<file path="config.mk">
export PLATFORM = sky130hd
export DESIGN_NAME = nr_subtract
export DESIGN_NICKNAME = d
export VERILOG_FILES = /design/src/rtl/nr_subtract.sv
export SDC_FILE = /design/constraint.sdc
export NUM_CORES = 1
export LEC_CHECK = 0
export BUFFER_PORTS_ARGS = -buffer_cell sky130_fd_sc_hd__buf_2
export CORE_MARGIN = 1
export CORE_UTILIZATION = 24
export DETAILED_ROUTE_END_ITERATION = 8
export PLACE_DENSITY = 0.5
export REMOVE_ABC_BUFFERS = 1
export SLEW_MARGIN = 5
export SYNTH_ARGS = -nofsm -noshare
export SYNTH_HDL_FRONTEND = slang
export SYNTH_SLANG_ARGS = --single-unit
</file>
<file path="constraint.sdc">
create_clock -name clk -period 10.8 [get_ports clk]
set_input_delay 0.54 -clock clk [delete_from_list [all_inputs] [get_ports clk]]
set_output_delay 0.54 -clock clk [all_outputs]
set_load 0.01 [all_outputs]
</file>
<file path="src/rtl/nr_subtract.sv">
// rtl/nr_subtract.sv - pipelined float32 CONST - Operand stage of the inverse square root datapath
module nr_subtract #(
    parameter logic [31:0] CONST = 32'h3FC00000
) (
    input  logic        clk,
    input  logic        rst,
    input  logic        ce,
    input  logic [31:0] Operand,
    input  logic [31:0] Init_data_in,
    output logic [31:0] Difference,
    output logic [31:0] Init_data_out,
    output logic        Valid,
    output logic        ce_out
);

    logic [7:0]  c_exp;
    logic [23:0] c_man;
    logic [7:0]  x_exp;
    logic [23:0] x_man;
    logic        x_zero, x_special, x_neg, c_ge;
    logic [7:0]  a_exp, b_exp, exp_diff;
    logic [23:0] a_man, b_man;
    logic [4:0]  shamt;
    logic [26:0] b_ext, b_shifted, lost_mask;
    logic [26:0] b_aligned;
    logic        res_sign_s1;

    always_comb begin
        c_exp     = CONST[30:23];
        c_man     = {1'b1, CONST[22:0]};
        x_zero    = (Operand[30:23] == 8'd0);
        x_special = (Operand[30:23] == 8'hFF);
        // Zero and denormal operands collapse to +0 so the result is exactly CONST.
        x_exp     = x_zero ? 8'd0 : Operand[30:23];
        x_man     = x_zero ? 24'd0 : {1'b1, Operand[22:0]};
        x_neg     = Operand[31] & ~x_zero;
        c_ge      = ({c_exp, c_man} >= {x_exp, x_man});
        a_exp     = c_ge ? c_exp : x_exp;
        a_man     = c_ge ? c_man : x_man;
        b_exp     = c_ge ? x_exp : c_exp;
        b_man     = c_ge ? x_man : c_man;
        // When |Operand| wins, CONST - Operand takes the sign of -Operand.
        res_sign_s1 = c_ge ? 1'b0 : ~x_neg;
        exp_diff  = a_exp - b_exp;
        shamt     = (exp_diff > 8'd26) ? 5'd26 : exp_diff[4:0];
        b_ext     = {b_man, 3'b000};
        b_shifted = b_ext >> shamt;
        lost_mask = (27'd1 << shamt) - 27'd1;
        b_aligned = {b_shifted[26:1], b_shifted[0] | (|(b_ext & lost_mask))};
    end

    logic [26:0] s1_a, s1_b;
    logic [7:0]  s1_exp;
    logic        s1_sign, s1_sub, s1_nan, v1;
    logic [31:0] s1_init;

    always_ff @(posedge clk) begin
        if (rst) begin
            s1_a    <= '0;
            s1_b    <= '0;
            s1_exp  <= '0;
            s1_sign <= 1'b0;
            s1_sub  <= 1'b0;
            s1_nan  <= 1'b0;
            s1_init <= '0;
            v1      <= 1'b0;
        end else begin
            v1 <= ce;
            if (ce) begin
                s1_a    <= {a_man, 3'b000};
                s1_b    <= b_aligned;
                s1_exp  <= a_exp;
                s1_sign <= res_sign_s1;
                s1_sub  <= ~x_neg;
                s1_nan  <= x_special;
                s1_init <= Init_data_in;
            end
        end
    end

    logic [27:0] s2_sum;
    logic [7:0]  s2_exp;
    logic        s2_sign, s2_nan, v2;
    logic [31:0] s2_init;

    always_ff @(posedge clk) begin
        if (rst) begin
            s2_sum  <= '0;
            s2_exp  <= '0;
            s2_sign <= 1'b0;
            s2_nan  <= 1'b0;
            s2_init <= '0;
            v2      <= 1'b0;
        end else begin
            v2 <= v1;
            if (v1) begin
                s2_sum  <= s1_sub ? ({1'b0, s1_a} - {1'b0, s1_b})
                                  : ({1'b0, s1_a} + {1'b0, s1_b});
                s2_exp  <= s1_exp;
                s2_sign <= s1_sign;
                s2_nan  <= s1_nan;
                s2_init <= s1_init;
            end
        end
    end

    logic [4:0]        lz;
    logic [26:0]       norm_man;
    logic signed [9:0] norm_exp;
    logic [22:0]       norm_frac;
    logic [31:0]       packed_res;

    always_comb begin
        lz = 5'd0;
        for (int i = 0; i < 27; i++) begin
            if (s2_sum[i]) lz = 5'(26 - i);
        end
        norm_man = s2_sum[26:0] << lz;
        if (s2_sum[27]) begin
            norm_exp  = $signed({2'b00, s2_exp}) + 10'sd1;
            norm_frac = 23'(s2_sum >> 4);
        end else begin
            norm_exp  = $signed({2'b00, s2_exp}) - $signed({5'b00000, lz});
            norm_frac = 23'(norm_man >> 3);
        end
        // Guard/round/sticky are simply dropped: truncation toward zero.
        if (s2_nan)
            packed_res = 32'h7FC00000;
        else if (s2_sum == 28'd0)
            packed_res = 32'h00000000;
        else if (norm_exp <= 10'sd0)
            packed_res = {s2_sign, 31'd0};
        else if (norm_exp >= 10'sd255)
            packed_res = {s2_sign, 8'hFF, 23'd0};
        else
            packed_res = {s2_sign, norm_exp[7:0], norm_frac};
    end

    logic [31:0] s3_res, s3_init;
    logic        v3;

    always_ff @(posedge clk) begin
        if (rst) begin
            s3_res  <= '0;
            s3_init <= '0;
            v3      <= 1'b0;
        end else begin
            v3 <= v2;
            if (v2) begin
                s3_res  <= packed_res;
                s3_init <= s2_init;
            end
        end
    end

    // Output registers keep the ports free of combinational input paths.
    always_ff @(posedge clk) begin
        if (rst) begin
            Difference    <= '0;
            Init_data_out <= '0;
            Valid         <= 1'b0;
            ce_out        <= 1'b0;
        end else begin
            ce_out <= v3;
            if (v3) begin
                Difference    <= s3_res;
                Init_data_out <= s3_init;
                Valid         <= 1'b1;
            end
        end
    end

endmodule

</file>
==> metrics.txt <==
type of element capturing the critical path=register; number of remaining DRC errors=0; WL/cell=18.30 um; number of clock sinks=297; count of endpoints failing hold in the final timing report=0; skew final=0.01591 ns; Setup Buffers After CTS=0; largest net degree at the start of global routing=106; period utilisation layout=49.41%; number of standard-cell rows in the floorplan=96; number of I/O port buffers=132; dominant delay contributor by cell family on the critical path=simple AND/OR/NAND/NOR gates; buffer and inverter count on the worst path=1; minimum period implied by the final worst setup slack=5.336 ns; Register-to-Register Path Depth=17; number of nets in the final layout=2187; sum of routed wire length over all layers=55260 um; share of synthesized flip-flops with an asynchronous set or reset=0%; area delta synth->final=15.56%; Pins Over Slew Limit=0; netlist area before placement=16900 sq um; average cell area after synthesis=8.378 sq um; proportion of layout cells with a drive suffix above 1=11.74%; HP Start=Init_data_in[10]; maximum clock path buffer count=3; category of the worst setup path launch point=register; count of maximum capacitance violations=0; clock insertion delay at the later pin of the skew report=0.55 ns; clock tree from TritonCTS=yes; first-pass GRT wire length=85770 um; Yosys Warn Count=0; post-synthesis instance total=2017; endpoints failing setup=0; critical path arrival=5.83 ns; cts repair resizes=0; most instantiated flip-flop cell in the synthesis netlist=sky130_fd_sc_hd__dfxtp_1; routed via count=15276; highest-delay cell along the critical path=sky130_fd_sc_hd__or4_1; initial core utilization=24.42%; number of library cell types mapped by synthesis=94; Final Power=0.003076 W; Hold Path Sink=s1_init[10]$_SDFFE_PP0P_; Ports=133; worst hold-check path type=in2reg; synthesized flop and latch total=297; Root Driver=sky130_fd_sc_hd__clkbuf_16; largest driver fanout on the critical path=28; CP cell instances=or4_1 -> o21ai_1 -> nand2_1 -> nand2_1 -> and3_1 -> inv_2 -> ha_1 -> nor2b_1 -> o21a_1 -> o21a_1 -> o41ai_1 -> xnor2_1 -> a41o_1 -> and4b_1 -> nand2_1 -> a211oi_1 -> a221o_1; setup repair after global routing missed its margin=no; Peak supply drop=0.09898 mV; Fmax=0.1874 GHz; worst flop-to-flop path endpoint=s3_res[5]$_SDFFE_PP0P_; remaining global-route overflow=0; mean number of vias per cell=5.060; clk slew on worst S/H paths=0.05 ns; Total Negative Setup Slacks=0 ns; All-Layer GR Usage=15.12%; total power density per cell area=157.5 nW/um^2; setup slack of the most critical reg-to-reg path=5.46 ns; via count of the first global-routing pass=14607; origin of the critical flop-to-flop path=s2_sum[7]$_SDFFE_PP0P_; required time worst endpoint=11.29 ns; Crit path top cell by count=sky130_fd_sc_hd__nand2_1; FILL cells=7467; worst-case headroom to the max-slew limit=24.75%; Iteration-0 DRC Markers=1224; result of the run=finished clean; post-place instance area=18290 sq um; horizontal die dimension=267.4 um; depth of the critical timing path with buffers and inverters included=17; Die Footprint=71480 sq um; number of antenna-violating nets in the routed design=0; length of the first detailed-routing pass in iterations=6; worst hold stages=3; cts hold-fix bufs=0; critical path's largest stage delay=0.56 ns; post-detail-place hpwl=39780 um; category of the most critical setup path=reg2reg; CTS H-tree depth=2; area of all placed cells without fillers=19530 sq um; EDFF count, synth=0; sequential area share after synthesis=35.18%; transition time of the tightest slew-check pin=1.126 ns; antenna violations before repair=0; Placer Congestion=0.8924; Std-Cell Core Area=69190 sq um; number of buffers created by CTS=36; leakage power figure=7.759 nW; Die Ht=267.4 um
==> where the power goes <==
| group | switching [W] | internal [W] |
|---|---|---|
| clock | 0.000484 | 0.000779 |
| combinational | 0.000403 | 0.000238 |
| sequential | 0.0000421 | 0.00113 |
==> registers in the layout, summed over array words and instances, names as in the netlist, 8 cells and up <==
name and flops:
s1_init 32, s2_init 32, Init_data_out 32, s3_res 32, Difference 32, s1_a 24, s2_sum 28, s3_init 32
s1_b 27, s1_exp 8, s2_exp 8
==> cell usage in the layout (no fill, tap or decap), drive strengths merged, types with 10 or more instances in the layout <==
master / count
o21bai: 10
nor4: 15
o211ai: 14
a211oi: 45
o311ai: 11
nand2b: 12
a21oi: 108
a31oi: 21
nand2: 97
a311oi: 12
ha: 55
buf: 151
clkbuf: 50
nor2b: 16
a22oi: 33
o31ai: 15
xnor2: 21
nor2: 338
o21ai: 91
o22ai: 19
dfxtp: 297
o21a: 14
nand4: 12
nor3: 60
and2: 11
nand3: 27
inv: 79
and3: 14
mux2i: 253
a21o: 14
==> worst max-delay path by stage <==
stage,slack [ns],to,from
2_1_floorplan,6.06,s3_res[20]$_SDFFE_PP0P_,s2_sum[17]$_SDFFE_PP0P_
3_3_place_gp,5.60,s3_res[5]$_SDFFE_PP0P_,s2_sum[7]$_SDFFE_PP0P_
3_5_place_dp,5.63,s3_res[5]$_SDFFE_PP0P_,s2_sum[7]$_SDFFE_PP0P_
4_1_cts,5.60,s3_res[5]$_SDFFE_PP0P_,s2_sum[7]$_SDFFE_PP0P_
5_1_grt,5.12,s3_res[5]$_SDFFE_PP0P_,s2_sum[7]$_SDFFE_PP0P_
6_report,5.46,s3_res[5]$_SDFFE_PP0P_,s2_sum[7]$_SDFFE_PP0P_
==> synthesized netlist by cell type (9+ instances only) <==
master / n / area share, %
sky130_fd_sc_hd__a21oi_1: 105 / 3.1
sky130_fd_sc_hd__inv_1: 75 / 1.7
sky130_fd_sc_hd__nand2_1: 97 / 2.2
sky130_fd_sc_hd__and2_1: 11 / 0.41
sky130_fd_sc_hd__and3_1: 14 / 0.52
sky130_fd_sc_hd__xnor2_1: 21 / 1.1
sky130_fd_sc_hd__ha_1: 55 / 4.1
sky130_fd_sc_hd__a311oi_1: 11 / 0.57
sky130_fd_sc_hd__nand2b_1: 12 / 0.44
sky130_fd_sc_hd__a221oi_1: 9 / 0.47
sky130_fd_sc_hd__mux2i_1: 253 / 15
sky130_fd_sc_hd__o22ai_1: 19 / 0.70
sky130_fd_sc_hd__a21o_1: 12 / 0.53
sky130_fd_sc_hd__o311ai_0: 9 / 0.47
sky130_fd_sc_hd__nor2b_1: 16 / 0.59
sky130_fd_sc_hd__xor2_1: 9 / 0.47
sky130_fd_sc_hd__clkbuf_1: 110 / 2.4
sky130_fd_sc_hd__nor4_1: 15 / 0.56
sky130_fd_sc_hd__nor2_1: 338 / 7.5
sky130_fd_sc_hd__a31oi_1: 21 / 0.78
sky130_fd_sc_hd__nand4_1: 12 / 0.44
sky130_fd_sc_hd__or3_1: 9 / 0.33
sky130_fd_sc_hd__dfxtp_1: 297 / 35
sky130_fd_sc_hd__a22oi_1: 33 / 1.5
sky130_fd_sc_hd__o21bai_1: 10 / 0.44
sky130_fd_sc_hd__nand3_1: 27 / 0.80
sky130_fd_sc_hd__buf_2: 11 / 0.33
sky130_fd_sc_hd__nor3_1: 59 / 1.7
sky130_fd_sc_hd__or4_1: 9 / 0.40
sky130_fd_sc_hd__o211ai_1: 13 / 0.58
sky130_fd_sc_hd__o21a_1: 14 / 0.62
sky130_fd_sc_hd__buf_1: 14 / 0.31
sky130_fd_sc_hd__o31ai_1: 14 / 0.62
sky130_fd_sc_hd__a211oi_1: 45 / 2.0
sky130_fd_sc_hd__o21ai_0: 81 / 2.4
==> logic make-up after synthesis <==
group	Yosys count	synth area share [%]
compound gates	503	20.86
fa+ha+maj	57	4.309
xor+xnor	30	1.555
simple gates	644	17.10
flops	297	35.18
buf+inv	224	5.331
mux	262	15.65
==> final cells by class <==
type	count	area [sq um]	area share, %
Clock inverter	13	220.2	1.128
Sequential cell	297	5954	30.49
Antenna cell	1	2.502	0.01281
Clock buffer	49	1011	5.177
Multi-Input combinational cell	1496	10050	51.48
Inverter	80	300.3	1.538
Timing Repair Buffer	152	822.0	4.210
Tap cell	931	1165	5.965
==> worst min-delay path: stages <==
cell                      delay, ns
sky130_fd_sc_hd__buf_2         0.08
sky130_fd_sc_hd__mux2i_1       0.05
sky130_fd_sc_hd__nor2_1        0.07
==> metrics by stage <==
stage          cells  hold WS [ns]  util [%]  setup slack (ns)
4_1_cts         3018        0.1795     28.22             5.601
3_5_place_dp    2956        0.4608     26.44             5.627
3_3_place_gp    2956        0.4429     26.44             5.599
2_1_floorplan   1873        0.4196         -             6.062
5_1_grt         3018        0.1878     28.22             5.116
6_report        3019        0.2231     28.22             5.464
==> routing by layer <==
layer | up-vias | part of all wire [%] | track usage [%]
met5 | - | 0 | 0
met4 | 0 | 2.6 | 4.536
met3 | 101 | 5.6 | 2.354
met2 | 470 | 45 | 23.95
met1 | 7331 | 47 | 20.95
li1 | 7374 | - | -
No activity file was read; power rests on OpenSTA's default activity.
